==> src/rtl/rom_port_arbiter.sv <==
// rom_port_arbiter: shares one synchronous 64-bit ROM read port between the
// IF and LD 32-bit word ports, each fronted by a one-line buffer.
module rom_port_arbiter #(
  parameter int LINES   = 2048,
  parameter int LINE_AW = 11
) (
  input  logic               clk,
  input  logic               rst_n,
  input  logic               flush,
  input  logic               if_req,
  input  logic [31:0]        if_addr,
  output logic               if_ready,
  output logic               if_rvalid,
  output logic [31:0]        if_rdata,
  output logic               if_err,
  input  logic               ld_req,
  input  logic [31:0]        ld_addr,
  output logic               ld_ready,
  output logic               ld_rvalid,
  output logic [31:0]        ld_rdata,
  output logic               ld_err,
  output logic               rom_en,
  output logic [LINE_AW-1:0] rom_line_addr,
  input  logic [63:0]        rom_rdata
);

  typedef enum logic [1:0] {S_IDLE, S_FETCH, S_FILL} state_t;

  localparam logic [28:0] LINES_TAG = 29'(LINES);

  // Port index 0 is IF, 1 is LD.
  logic [28:0]        atag [2];
  logic [1:0]         aword, req, accept, oor, hit, fill_done;
  logic [1:0]         pending_q, pending_d, valid_q, valid_d, word_q, word_d;
  logic [1:0]         rvalid_q, rvalid_d, err_q, err_d;
  logic [28:0]        tag_q [2], tag_d [2];
  logic [63:0]        linebuf_q [2], linebuf_d [2];
  logic [LINE_AW-1:0] line_q [2], line_d [2];
  logic [31:0]        rdata_q [2], rdata_d [2];
  state_t             state_q, state_d;
  logic               grant_q, grant_d, merge_q, merge_d, last_q, last_d;
  logic               unused_addr_bits;

  assign unused_addr_bits = ^{if_addr[1:0], ld_addr[1:0]};

  always_comb begin
    atag[0] = if_addr[31:3];
    atag[1] = ld_addr[31:3];
    aword   = {ld_addr[2], if_addr[2]};
    req     = {ld_req, if_req};
    accept  = '0;
    oor     = '0;
    hit     = '0;
    for (int unsigned p = 0; p < 2; p++) begin
      accept[p] = req[p] && !pending_q[p];
      oor[p]    = atag[p] >= LINES_TAG;
      // A request sampled at a flush edge never hits.
      hit[p]    = valid_q[p] && !flush && (tag_q[p] == atag[p]);
    end
  end

  assign fill_done = {(state_q == S_FILL) && (grant_q || merge_q),
                      (state_q == S_FILL) && (!grant_q || merge_q)};

  always_comb begin
    pending_d = pending_q;
    valid_d   = flush ? '0 : valid_q;
    word_d    = word_q;
    rvalid_d  = '0;
    err_d     = err_q;
    tag_d     = tag_q;
    linebuf_d = linebuf_q;
    line_d    = line_q;
    rdata_d   = rdata_q;
    state_d   = state_q;
    grant_d   = grant_q;
    merge_d   = merge_q;
    last_d    = last_q;

    for (int unsigned p = 0; p < 2; p++) begin
      if (fill_done[p]) begin
        pending_d[p] = 1'b0;
        rvalid_d[p]  = 1'b1;
        err_d[p]     = 1'b0;
        rdata_d[p]   = word_q[p] ? rom_rdata[63:32] : rom_rdata[31:0];
        linebuf_d[p] = rom_rdata;
        tag_d[p]     = 29'(line_q[p]);
        if (!flush) valid_d[p] = 1'b1;
      end else if (accept[p]) begin
        if (oor[p]) begin
          rvalid_d[p] = 1'b1;
          err_d[p]    = 1'b1;
          rdata_d[p]  = '0;
        end else if (hit[p]) begin
          rvalid_d[p] = 1'b1;
          err_d[p]    = 1'b0;
          rdata_d[p]  = aword[p] ? linebuf_q[p][63:32] : linebuf_q[p][31:0];
        end else begin
          pending_d[p] = 1'b1;
          line_d[p]    = atag[p][LINE_AW-1:0];
          word_d[p]    = aword[p];
        end
      end
    end

    // Grant sees misses accepted at this very edge; only contended grants
    // move the round-robin pointer.
    case (state_q)
      S_IDLE, S_FILL: begin
        state_d = S_IDLE;
        if (|pending_d) begin
          state_d = S_FETCH;
          merge_d = 1'b0;
          if (&pending_d) begin
            grant_d = ~last_q;
            last_d  = ~last_q;
            merge_d = (line_d[0] == line_d[1]);
          end else begin
            grant_d = pending_d[1];
          end
        end
      end
      S_FETCH: state_d = S_FILL;
      default: state_d = S_IDLE;
    endcase
  end

  always_ff @(posedge clk or negedge rst_n) begin
    if (!rst_n) begin
      state_q   <= S_IDLE;
      grant_q   <= 1'b0;
      merge_q   <= 1'b0;
      last_q    <= 1'b0;
      pending_q <= '0;
      valid_q   <= '0;
      word_q    <= '0;
      rvalid_q  <= '0;
      err_q     <= '0;
      tag_q     <= '{default: '0};
      linebuf_q <= '{default: '0};
      line_q    <= '{default: '0};
      rdata_q   <= '{default: '0};
    end else begin
      state_q   <= state_d;
      grant_q   <= grant_d;
      merge_q   <= merge_d;
      last_q    <= last_d;
      pending_q <= pending_d;
      valid_q   <= valid_d;
      word_q    <= word_d;
      rvalid_q  <= rvalid_d;
      err_q     <= err_d;
      tag_q     <= tag_d;
      linebuf_q <= linebuf_d;
      line_q    <= line_d;
      rdata_q   <= rdata_d;
    end
  end

  assign rom_en        = (state_q == S_FETCH);
  assign rom_line_addr = rom_en ? (grant_q ? line_q[1] : line_q[0]) : '0;

  assign if_ready  = !pending_q[0];
  assign if_rvalid = rvalid_q[0];
  assign if_rdata  = rdata_q[0];
  assign if_err    = err_q[0];
  assign ld_ready  = !pending_q[1];
  assign ld_rvalid = rvalid_q[1];
  assign ld_rdata  = rdata_q[1];
  assign ld_err    = err_q[1];

endmodule

==> config.mk <==
export PLATFORM = sky130hd
export DESIGN_NAME = rom_port_arbiter
export DESIGN_NICKNAME = d
export VERILOG_FILES = /design/src/rtl/rom_port_arbiter.sv
export SDC_FILE = /design/constraint.sdc
export NUM_CORES = 1
export LEC_CHECK = 0
export BUFFER_PORTS_ARGS = -buffer_cell sky130_fd_sc_hd__buf_4
export CAP_MARGIN = 20
export CORE_ASPECT_RATIO = 1.4
export CORE_MARGIN = 2
export CORE_UTILIZATION = 44
export CTS_CLUSTER_SIZE = 16
export DETAILED_ROUTE_END_ITERATION = 10
export PLACE_DENSITY = 0.67
export RECOVER_POWER = 50
export SYNTH_ARGS = -nofsm -noshare
export SYNTH_HDL_FRONTEND = slang
export SYNTH_SLANG_ARGS = --single-unit
==> constraint.sdc <==
create_clock -name clk -period 4.8 [get_ports clk]
set_input_delay 0.72 -clock clk [delete_from_list [all_inputs] [get_ports clk]]
set_output_delay 0.72 -clock clk [all_outputs]
set_load 0.02 [all_outputs]
== Word level (Yosys, flattened, before mapping) ==
Index checks and enable logic that the tools add are counted.

* Bits in registers: 251
* Input port bits: 133
* Output and inout bits: 82
* Logic and storage cells: 116

* Order comparisons: 2
* Equality and inequality tests: 5
* Muxes and demuxes: 55
* Bitwise gates (word level): 7
* Reductions and logical operators: 28

{| class="wikitable"
|+ Operators with widths
! kind !! count
|-
| $mux W32 || 12
|-
| $mux W11 || 10
|-
| $eq A11 B29 Y1 || 2
|-
| $ge A29 B12 Y1 const B || 2
|-
| $mux W1 || 31
|-
| $reduce_and A4 Y1 || 3
|-
| $eq A11 B11 Y1 || 1
|-
| $logic_and A1 B1 Y1 || 8
|-
| $reduce_and A2 Y1 || 4
|-
| $not A1 Y1 || 7
|-
| $reduce_bool A3 Y1 || 2
|-
| $logic_not A1 Y1 || 4
|-
| $pmux W2 S2 || 1
|-
| $reduce_bool A2 Y1 || 2
|-
| $reduce_or A2 Y1 || 2
|-
| $eq A2 B1 Y1 const B || 1
|-
| $eq A2 B2 Y1 const B || 1
|-
| $logic_not A2 Y1 || 1
|-
| $logic_or A1 B1 Y1 || 2
|-
| $mux W2 || 1
|}

== Longest topological paths before layout ==
Gate-level depths: netlist of the first run.

* Depth in word-level cells: 10
* Depth in mapped cells: 11
* Gate-level depth less buffers: 9

== Worst setup path after synthesis of the first run ==
OpenSTA, ideal clock, no wires.

* Path type: in2reg
* From: in if_addr[5]
* To: reg merge_q
* Arrival: 2512 ps
* Required time: 4717 ps
* Path slack: 2205 ps
* Stages: 10
* Buffers on the path: 1
* Path through: xor2_1 nor4_1 nand4_1 nand4_1 buf_4 mux2_2 xor2_1 nor4_1 nand4_1 o21ai_0

{| class="wikitable"
|+ RTL lines
! item !! RTL line !! source
|-
| start: declaration || 11 || <nowiki>input logic [31:0] if_addr,</nowiki>
|-
| end signal: assignment || 146 || <nowiki>merge_q <= merge_d;</nowiki>
|-
| end: declaration || 41 || <nowiki>logic grant_q, grant_d, merge_q, merge_d, last_q, last_d;</nowiki>
|}

==> impl_results.md, run 1 <==
* Share of cells above drive strength 1 at 0.231
* Num ports at 215
* Hold WS at 0.371 ns
* Crit path required time at 5.30 ns
* Final hold vios at 0
* CTS H-tree depth at 1
* Post-CTS Setup Repair Bufs at 0
* Tcrit/Tclk final at 0.705
* Post-synthesis cell count at 1199
* Top cell type's share of synthesized area at 0.538
* Vias in the first global route at 9562
* CTS sink cnt at 251
* FF+latch count, synth at 251
* Syn nets at 1332
* Tot GR Track Use at 0.231
* Power per cell area at 469 mW/mm^2
* Worst-path cell chain: clkbuf_2 > clkbuf_2
* Netlist Area Pre-Place at 0.0117 mm^2
* CP peak stage delay at 2.01 ns
* Worst slew pin tran at 2.97 ns
* Die area at 0.0279 mm^2
* Synth area leader: dfrtp_1
* Worst VDD drop at 0.261 mV
* Vias per Instance at 5.32
* Layout area overhead at 21.6%
* Root buffer cell: clkbuf_16
* Clock-pin transition on the worst setup and hold timing paths at 0.06 ns
* Setup-failing EPs final at 0
* Post-Synth Simple-Gate Area at 0.200
* Num CTS Buffers at 26
* Routed Antenna Nets at 0
* CTS tree: built
* Die extent in x at 142 um
* Detailed Routing Iterations Pass 1 at 5
* NumNets Final at 1512
* CP dominant cell by count: clkbuf_2
* Dpl cells at 1674
* Post-CTS sizing at 0
* Std cell rows at 70
* Failing checks: capacitance limit, slew limit
* Clock Latency Late Sink at 0.52 ns
* Global route overflow at 0
* Compound-Gate Fraction of Synth Area at 0.0611
* Setup TNS at 0 ns
* Drt total wl at 31900 um
* Maxcap violations at 1
* Critical path class: in -> async
* Mux cell area share after synthesis at 0.149
* Clock Skew at 0.00714 ns
* Ant. Diodes at 0
* XOR/XNOR share of the synthesized area at 0.0255
* Pre-CTS setup slack at 1.26 ns
* First-pass GRT wire length at 51100 um
* Kind of cell adding the most delay to the critical path: buffers and inverters
* Starting Density at 0.447
* Buffers & Inverters on Critical Path at 2
* Post-route total power at 6.66 mW
* Ys Warns at 0
* Tmin final at 3.39 ns
* Status: finished, violations left
* Final Non-Filler Cells at 1720
* Adder-cell share of the synthesized area at 0
* Gpl congestion at 0.797
* Final worst setup slack at 1.41 ns
* Initial antenna violation count at 0
* Critical path peak fanout at 113
* Routed WL per cell at 18.5 um
* Top cells by area, synth: dfrtp_1, nand2_1, mux2_2
* Via count at 9157
* Fillers at 2392
* Fmax at 295 MHz
* Die height at 197 um
* Largest family of logic cells by synthesized area: simple AND/OR/NAND/NOR gates
* # DRC at 0
* Critical Path End Type: asynchronous set/reset pin
* Largest net degree at the start of global routing at 114
* Yosys cell types at 26
* Critical Path Slowest Stage Cell: clkbuf_2
* Initial drt markers at 450
* Max-slew headroom at -0.977
* Worst path arrival time at 3.88 ns
* Avg Cell Area, Syn at 9.74 um^2
* Lkg Pwr at 6.97 nW
* CTS max path bufs at 3
* Buffers added on ports at 210
* Core area at 0.0261 mm^2
* Post-CTS Hold Buffers at 0
* Hold Path Class: in -> reg
* Final Max Tran Viols at 114
* Setup crit start kind: input port
* RSZ-0062 raised after global routing: false
* DP HPWL at 20200 um
* Post-synthesis sequential area ratio at 0.538
registers in the layout (all words and copies together), names as in the netlist:
register / count
last_q: 1
ld_rdata: 32
rvalid_q: 2
line_q: 22
valid_q: 2
word_q: 2
grant_q: 1
state_q: 2
tag_q: 22
merge_q: 1
if_rdata: 32
linebuf_q: 128
err_q: 2
pending_q: 2
area by class of cell:
cell class,instances,area [um^2],share of cell area
Multi-Input combinational cell,867,5140,0.362
Sequential cell,251,6280,0.442
Timing Repair Buffer,225,1550,0.109
Tap cell,324,405,0.0285
Clock buffer,38,757,0.0533
Inverter,8,30.0,0.00211
Clock inverter,7,35.0,0.00247
cells in the final DEF (no fill, tap or decap), drive strengths merged:
master,n
buf,182
nand2,456
clkinv,7
nor2,92
or2,3
a21o,1
nand2b,4
clkbuf,81
and2b,1
and4,1
and3,1
mux2i,75
nor4,18
nor3,7
inv,8
o21ai,5
nand3,3
and2,1
dfrtp,251
o32a,1
mux2,88
a21oi,6
xor2,34
a221o,64
nand4,6
cells in the mapped netlist:
| library cell | number |
|---|---|
| a21o_1 | 1 |
| a21oi_1 | 6 |
| a221o_1 | 64 |
| and2_1 | 1 |
| and2b_1 | 1 |
| and3_1 | 1 |
| and4_1 | 1 |
| buf_1 | 11 |
| buf_2 | 1 |
| buf_4 | 2 |
| clkbuf_1 | 59 |
| dfrtp_1 | 251 |
| inv_1 | 8 |
| mux2_2 | 88 |
| mux2i_1 | 75 |
| nand2_1 | 456 |
| nand2b_1 | 4 |
| nand3_1 | 3 |
| nand4_1 | 6 |
| nor2_1 | 92 |
| nor3_1 | 7 |
| nor4_1 | 18 |
| o21ai_0 | 5 |
| o32a_1 | 1 |
| or2_2 | 3 |
| xor2_1 | 34 |
final timing paths:
kind                                       startpoint                          to  slack, ns  cells after the start
min in group asynchronous                       rst_n     if_rdata[1]$_DFFE_PN0P_       1.13                      1
hold / removal                                  flush        valid_q[0]$_DFF_PN0_       0.37                      2
setup reg to reg                  grant_q$_DFFE_PN0P_         merge_q$_DFFE_PN0P_       1.63                      9
hold reg to reg            linebuf_q[115]$_DFFE_PN0P_  linebuf_q[115]$_DFFE_PN0P_       0.47                      2
setup / recovery                                rst_n       rvalid_q[0]$_DFF_PN0_       1.41                      2
max in group clk                  grant_q$_DFFE_PN0P_         merge_q$_DFFE_PN0P_       1.63                      9
report_power, final:
part | internal, mW | switching (mW) | leakage (nW)
Sequential | 2.71 | 0.292 | 3.12
Clock | 1.09 | 0.813 | 0.397
Combinational | 0.720 | 1.04 | 3.46
through the flow:
step / cell area [um^2] / utilization
2_1_floorplan: 11700 / -
3_3_place_gp: 13500 / 0.519
3_5_place_dp: 13500 / 0.519
4_1_cts: 14300 / 0.549
5_1_grt: 14200 / 0.544
6_report: 14200 / 0.544
logic make-up (layout without fill, tap and decap cells):
logic type             Yosys count  in the layout
flip-flops                     251            251
multiplexers                   163            163
AO/OA/AOI/OAI                   77             77
XOR/XNOR                        34             34
buffers and inverters           81            278
AND/OR/NAND/NOR                593            593
metal layers:
metal / share of wire / global-route usage
met5: 0 / 0
met2: 0.51 / 0.408
met1: 0.41 / 0.295
met3: 0.058 / 0.0406
met4: 0.021 / 0.0559
Note: power is estimated with default switching activity, not from simulation.
==> run 2, diff against run 1 <==
- PLACE_DENSITY: 0.67 -> 0.69
- clock period: 4.8 -> 3 ns (I/O delays scaled with it)
==> run 2 against run 1 <==
  * The run still ends with capacitance limit, slew limit left
  * Total power up 64%
  * First-iteration DRC count down 6.2%
  * Clock-buffer cell count unchanged
  * Setup slack worse by 1.1 ns
  * Largest power group unchanged
  * Highest routed layer unchanged
==> impl_results.md, run 2 (synthesized netlist as in run 1, its figures left out) <==
* Ant. Diodes at 0 (unchanged)
* Setup-failing EPs final at 0 (unchanged)
* Buffers added on ports at 210 (unchanged)
* Critical path peak fanout at 7 (-94%)
* First-pass GRT wire length at 49400 um (-3.2%)
* Core Util, Final at 0.551 (+0.00695)
* Worst R2R Path Depth at 10 (+1)
* Failing checks: capacitance limit, slew limit
* Fmax at 366 MHz
* Crit Reg-Reg Endpoint: merge_q$_DFFE_PN0P_
* Crit path launch: tag_q[10]$_DFFE_PN0P_
* Hold Path Class: in -> reg
* Initial antenna violation count at 0 (unchanged)
* Initial drt markers at 422 (-6.2%)
* CTS max path bufs at 3 (unchanged)
* DP HPWL at 19900 um (-1.7%)
* Tcrit/Tclk final at 0.911
* Max FFs per register at 128 (unchanged)
* Starting Density at 0.447 (unchanged)
* Vias per Instance at 5.32 (-0.16%)
* Worst path arrival time at 3.17 ns (-0.71 ns)
* Tmin final at 2.73 ns
* Routed WL per cell at 17.8 um (-3.7%)
* Num CTS Buffers at 26 (unchanged)
* Die area at 0.0279 mm^2 (unchanged)
* Via count at 9174 (+0.19%)
* Root buffer cell: clkbuf_16
* Post-route total power at 10.9 mW (+64%)
* Worst slew pin tran at 1.55 ns (-1.41 ns)
* Most frequent cells in the layout: nand2_1, dfrtp_1, buf_4
* Crit path required time at 3.44 ns (-1.86 ns)
* Setup TNS at 0 ns (unchanged)
* Largest net degree at the start of global routing at 108 (-5.3%)
* Std cell rows at 70 (unchanged)
* Die height at 197 um (unchanged)
* Vias in the first global route at 9459 (-1.1%)
* DP Area at 0.0137 mm^2 (+0.78%)
* R2r setup slk at 0.27 ns (-1.36 ns)
* Share of cells above drive strength 1 at 0.236 (+0.00472)
* Commonest non-fill, non-tap cell in the layout: nand2_1
* Status: finished, violations left
* Reg2reg start: tag_q[10]$_DFFE_PN0P_
* Hold WS at 0.103 ns (-0.268 ns)
* Clock-pin transition on the worst setup and hold timing paths at 0.06 ns (about the same)
* Gpl congestion at 0.841 (+5.4%)
* Post-CTS sizing at 0 (unchanged)
* RSZ-0062 raised after global routing: false
* # DRC at 0 (unchanged)
* Final Max Tran Viols at 61 (-46%)
* Power per cell area at 758 mW/mm^2 (+62%)
* Setup crit start kind: flop
* Clock Skew at 0.0134 ns (+0.00629 ns)
* Tot GR Track Use at 0.223 (-0.00841)
* Fillers at 2343 (-2.0%)
* Dpl cells at 1678 (+0.24%)
* Drt total wl at 30800 um (-3.4%)
* Lkg Pwr at 7.05 nW (+1.1%)
* Final Non-Filler Cells at 1726 (+0.35%)
* Detailed Routing Iterations Pass 1 at 4 (-1)
* Final worst setup slack at 0.266 ns (-1.15 ns)
* Worst setup endpoint: merge_q$_DFFE_PN0P_
* CTS tree: built
* NumNets Final at 1517 (+0.33%)
* Pre-CTS setup slack at 0.0825 ns (-1.18 ns)
* Global route overflow at 0 (unchanged)
* Worst VDD drop at 0.518 mV (+98%)
* CTS sink cnt at 251 (unchanged)
* CTS H-tree depth at 1 (unchanged)
* Largest Register: linebuf_q
* Num ports at 215 (unchanged)
* Critical path class: reg -> reg
* Routed Antenna Nets at 0 (unchanged)
* Final hold vios at 0 (unchanged)
* Layout area overhead at 23.2%
* Design area at 0.0144 mm^2 (+1.3%)
* Die extent in x at 142 um (unchanged)
* Maxcap violations at 1 (unchanged)
* Clock Latency Late Sink at 0.52 ns (about the same)
* Critical Path End Type: flop
* Core area at 0.0261 mm^2 (unchanged)
* Max-slew headroom at -0.0365 (+0.941)
==> run 2: cell count changes in the layout (fill, tap and decap cells not counted), sizes merged <==
cell	previous run	this run
clkinv	7	4
clkinvlp	0	2
dlygate4sd3	0	1
clkbuf	81	80
bufinv	0	2
buf	182	187
==> run 2: power breakdown <==
group,internal [mW],switching [mW]
Sequential,4.34,0.468
Clock,1.98,1.31
Combinational,1.16,1.66
Total,7.47,3.44
==> run 2: per-layer routing <==
layer  part of all wire  GRT usage  wire [um]
met1               0.41      0.276      12600
met2               0.51      0.397      15700
met3              0.053     0.0367       1640
met4              0.027     0.0674        820
met5                  0          0          0
==> run 2: layout make-up <==
cell class	instances	area [um^2]	share of cell area
Inverter	8	30.0	0.00209
Timing Repair Buffer	230	1640	0.114
Clock inverter	8	95.1	0.00661
Multi-Input combinational cell	867	5140	0.357
Sequential cell	251	6280	0.437
Clock buffer	38	787	0.0547
Tap cell	324	405	0.0282
==> run 2: worst max-delay path: stages (launching register included) <==
cell	delay (ns)
dfrtp_1	0.40
xor2_1	0.16
nor4_1	0.34
nand4_1	0.14
nand3_1	0.30
buf_4	0.23
mux2_2	0.37
xor2_1	0.16
nor4_1	0.29
nand4_1	0.15
o21ai_0	0.10
==> run 2: what timing repair did <==
| action | CTS | global route |
|---|---|---|
| buffers inserted | 0 | 0 |
| hold buffers | 1 | 0 |
| endpoints found under the hold margin | 58 | 0 |
==> run 2: worst min-delay path by stage <==
stage / startpoint / to / slack [ns] / cells past startpoint
2_1_floorplan: rst_n / err_q[0]$_DFFE_PN0P_ / 0.15 / 0
3_3_place_gp: rst_n / valid_q[0]$_DFF_PN0_ / 0.42 / 1
3_5_place_dp: rst_n / tag_q[38]$_DFFE_PN0P_ / 0.42 / 1
4_1_cts: flush / valid_q[1]$_DFF_PN0_ / 0.08 / 2
5_1_grt: flush / valid_q[1]$_DFF_PN0_ / 0.09 / 2
6_report: flush / valid_q[1]$_DFF_PN0_ / 0.10 / 2
==> run 3, diff against run 2 <==
- CORE_MARGIN: 2 -> 8
==> run 3 against run 2 <==
  * First-iteration DRC count is 3.6% lower
  * Register-to-register slack better by 0.10 ns
  * The flow finishes with violations (capacitance limit)
  * Clock power is 3% higher
  * Global-route usage is 2.0 points lower
  * Design area is 0.78% lower
  * Via count is 0.69% higher
  * Sequential cell count stayed put
  * Routed wire length is 6.7% higher
==> impl_results.md, run 3 (synthesized netlist as in run 1, its figures left out) <==
* Worst slew pin tran at 1.48 ns (-0.0713 ns)
* Lkg Pwr at 6.94 nW (-1.5%)
* Max FFs per register at 128 (unchanged)
* Worst-path cell chain: nand2b_1 > a21oi_1 > clkbuf_1 > a21oi_4 > buf_4 > a221o_1
* Vias in the first global route at 9917 (+4.8%)
* Root buffer cell: clkbuf_16
* Tot GR Track Use at 0.203 (-0.0196)
* Final hold vios at 0 (unchanged)
* Std cell rows at 70 (unchanged)
* Initial antenna violation count at 0 (unchanged)
* Reg area at 0.00628 mm^2 (unchanged)
* Largest net degree at the start of global routing at 89 (-18%)
* Fillers at 2417 (+3.2%)
* Hold Path Class: in -> reg
* Tmin final at 2.63 ns (-0.100 ns)
* Maxcap violations at 1 (unchanged)
* Post-route total power at 11.0 mW (+0.87%)
* Clock Skew at 0.00992 ns (-0.00351 ns)
* Ant. Diodes at 0 (unchanged)
* DP HPWL at 21600 um (+8.8%)
* Most frequent cells in the layout: nand2_1, dfrtp_1, buf_4
* Num ports at 215 (unchanged)
* Setup TNS at 0 ns (unchanged)
* Gpl congestion at 0.816 (-3.0%)
* Hold WS at 0.100 ns (-0.00245 ns)
* RSZ-0062 raised after global routing: false
* Power per cell area at 771 mW/mm^2 (+1.7%)
* Initial drt markers at 407 (-3.6%)
* CTS H-tree depth at 1 (unchanged)
* Critical path peak fanout at 33 (+26)
* Num CTS Buffers at 27 (+3.8%)
* Tcrit/Tclk final at 0.878 (-0.0334)
* Routed WL per cell at 19.0 um (+6.3%)
* Critical path class: reg -> reg
* CTS max path bufs at 3 (unchanged)
* Buffers added on ports at 210 (unchanged)
* CTS tree: built
* CTS sink cnt at 251 (unchanged)
* Critical Path End Type: flop
* Final Non-Filler Cells at 1732 (+0.35%)
* CP peak stage delay at 0.75 ns (+0.35 ns)
* Global route overflow at 0 (unchanged)
* Via count at 9237 (+0.69%)
* Dpl cells at 1682 (+0.24%)
* Layout area overhead at 22.2%
* Detailed Routing Iterations Pass 1 at 4 (unchanged)
* Core area at 0.0261 mm^2 (unchanged)
* # DRC at 0 (unchanged)
* Crit path required time at 3.40 ns (-0.04 ns)
* Setup crit start kind: flop
* Failing checks: capacitance limit
* Drt total wl at 32900 um (+6.7%)
* Starting Density at 0.447 (unchanged)
* Worst path arrival time at 3.03 ns (-0.14 ns)
* First-pass GRT wire length at 52700 um (+6.6%)
* Post-CTS sizing at 0 (unchanged)
* Clock-pin transition on the worst setup and hold timing paths at 0.06 ns (about the same)
* Clock Latency Late Sink at 0.52 ns (about the same)
* Status: finished, violations left
* Critical Path Slowest Stage Cell: clkbuf_1
* Fmax at 380 MHz (+3.8%)
* Die height at 209 um (+6.1%)
* Vias per Instance at 5.33 (+0.34%)
* Final Max Tran Viols at 0 (-100%)
* Setup-failing EPs final at 0 (unchanged)
* Share of cells above drive strength 1 at 0.217 (-0.0188)
* Max-slew headroom at 0.0110 (+0.0475)
* NumNets Final at 1521 (+0.26%)
* Die area at 0.0321 mm^2 (+15%)
* Multi-input gate area at 0.00513 mm^2 (-0.22%)
* Largest Register: linebuf_q
* Commonest non-fill, non-tap cell in the layout: nand2_1
* Routed Antenna Nets at 0 (unchanged)
* Worst VDD drop at 0.535 mV (+3.1%)
* Die extent in x at 154 um (+8.5%)
==> run 3: final cells by class <==
cell class,count,share of cell area
clock inverter,13,0.0101
timing repair buffer,233,0.106
clock buffer,36,0.0539
multi-input combinational,867,0.359
inverter,8,0.00210
tap,324,0.0284
sequential,251,0.440
==> run 3: worst max-delay path, delay by kind of cell, from the launching register on <==
kind	cells	cell delay (ns)
and+or+nand+nor	1	0.27
buffers and inverters	2	1.10
DFF	1	0.44
AOI/OAI and AO/OA	3	0.68
==> run 3: final timing paths <==
kind / from / endpoint / slack (ns) / cells after the start
worst min-delay path: flush / valid_q[0]$_DFF_PN0_ / 0.10 / 2
worst max-delay path: state_q[0]$_DFF_PN0_ / if_rdata[23]$_DFFE_PN0P_ / 0.37 / 6
max in group asynchronous: rst_n / linebuf_q[39]$_DFFE_PN0P_ / 0.54 / 3
worst max register to register: state_q[0]$_DFF_PN0_ / if_rdata[23]$_DFFE_PN0P_ / 0.37 / 6
min in group asynchronous: rst_n / tag_q[38]$_DFFE_PN0P_ / 0.54 / 2
worst min register to register: linebuf_q[93]$_DFFE_PN0P_ / linebuf_q[93]$_DFFE_PN0P_ / 0.47 / 2
==> run 3: where the power goes <==
group	switching (mW)	internal, mW	total, mW
registers	0.469	4.34	4.80
logic	1.68	1.12	2.80
clock network	1.35	2.05	3.40
==> run 3: timing repair <==
action / CTS / global route
buffers inserted: 0 / 0
hold buffers: 1 / 0
setup endpoints to repair: 0 / 0
endpoints found under the hold margin: 83 / 0
==> run 3: metal layers <==
layer	vias to the layer above	share of wire	track usage	wire, um
met5	-	0	0	0
met1	4561	0.41	0.239	13400
met4	0	0.027	0.0661	871
met3	55	0.056	0.0452	1850
li1	4391	-	-	-
met2	230	0.51	0.360	16800
==> run 3: stage by stage <==
step	cell area (um^2)	utilization	setup WS, ns
floorplan	11700	-	0.675
global placement	13700	0.523	0.349
detailed placement	13700	0.523	0.262
CTS	14600	0.559	0.471
global route	14300	0.547	0.147
finish	14300	0.547	0.367
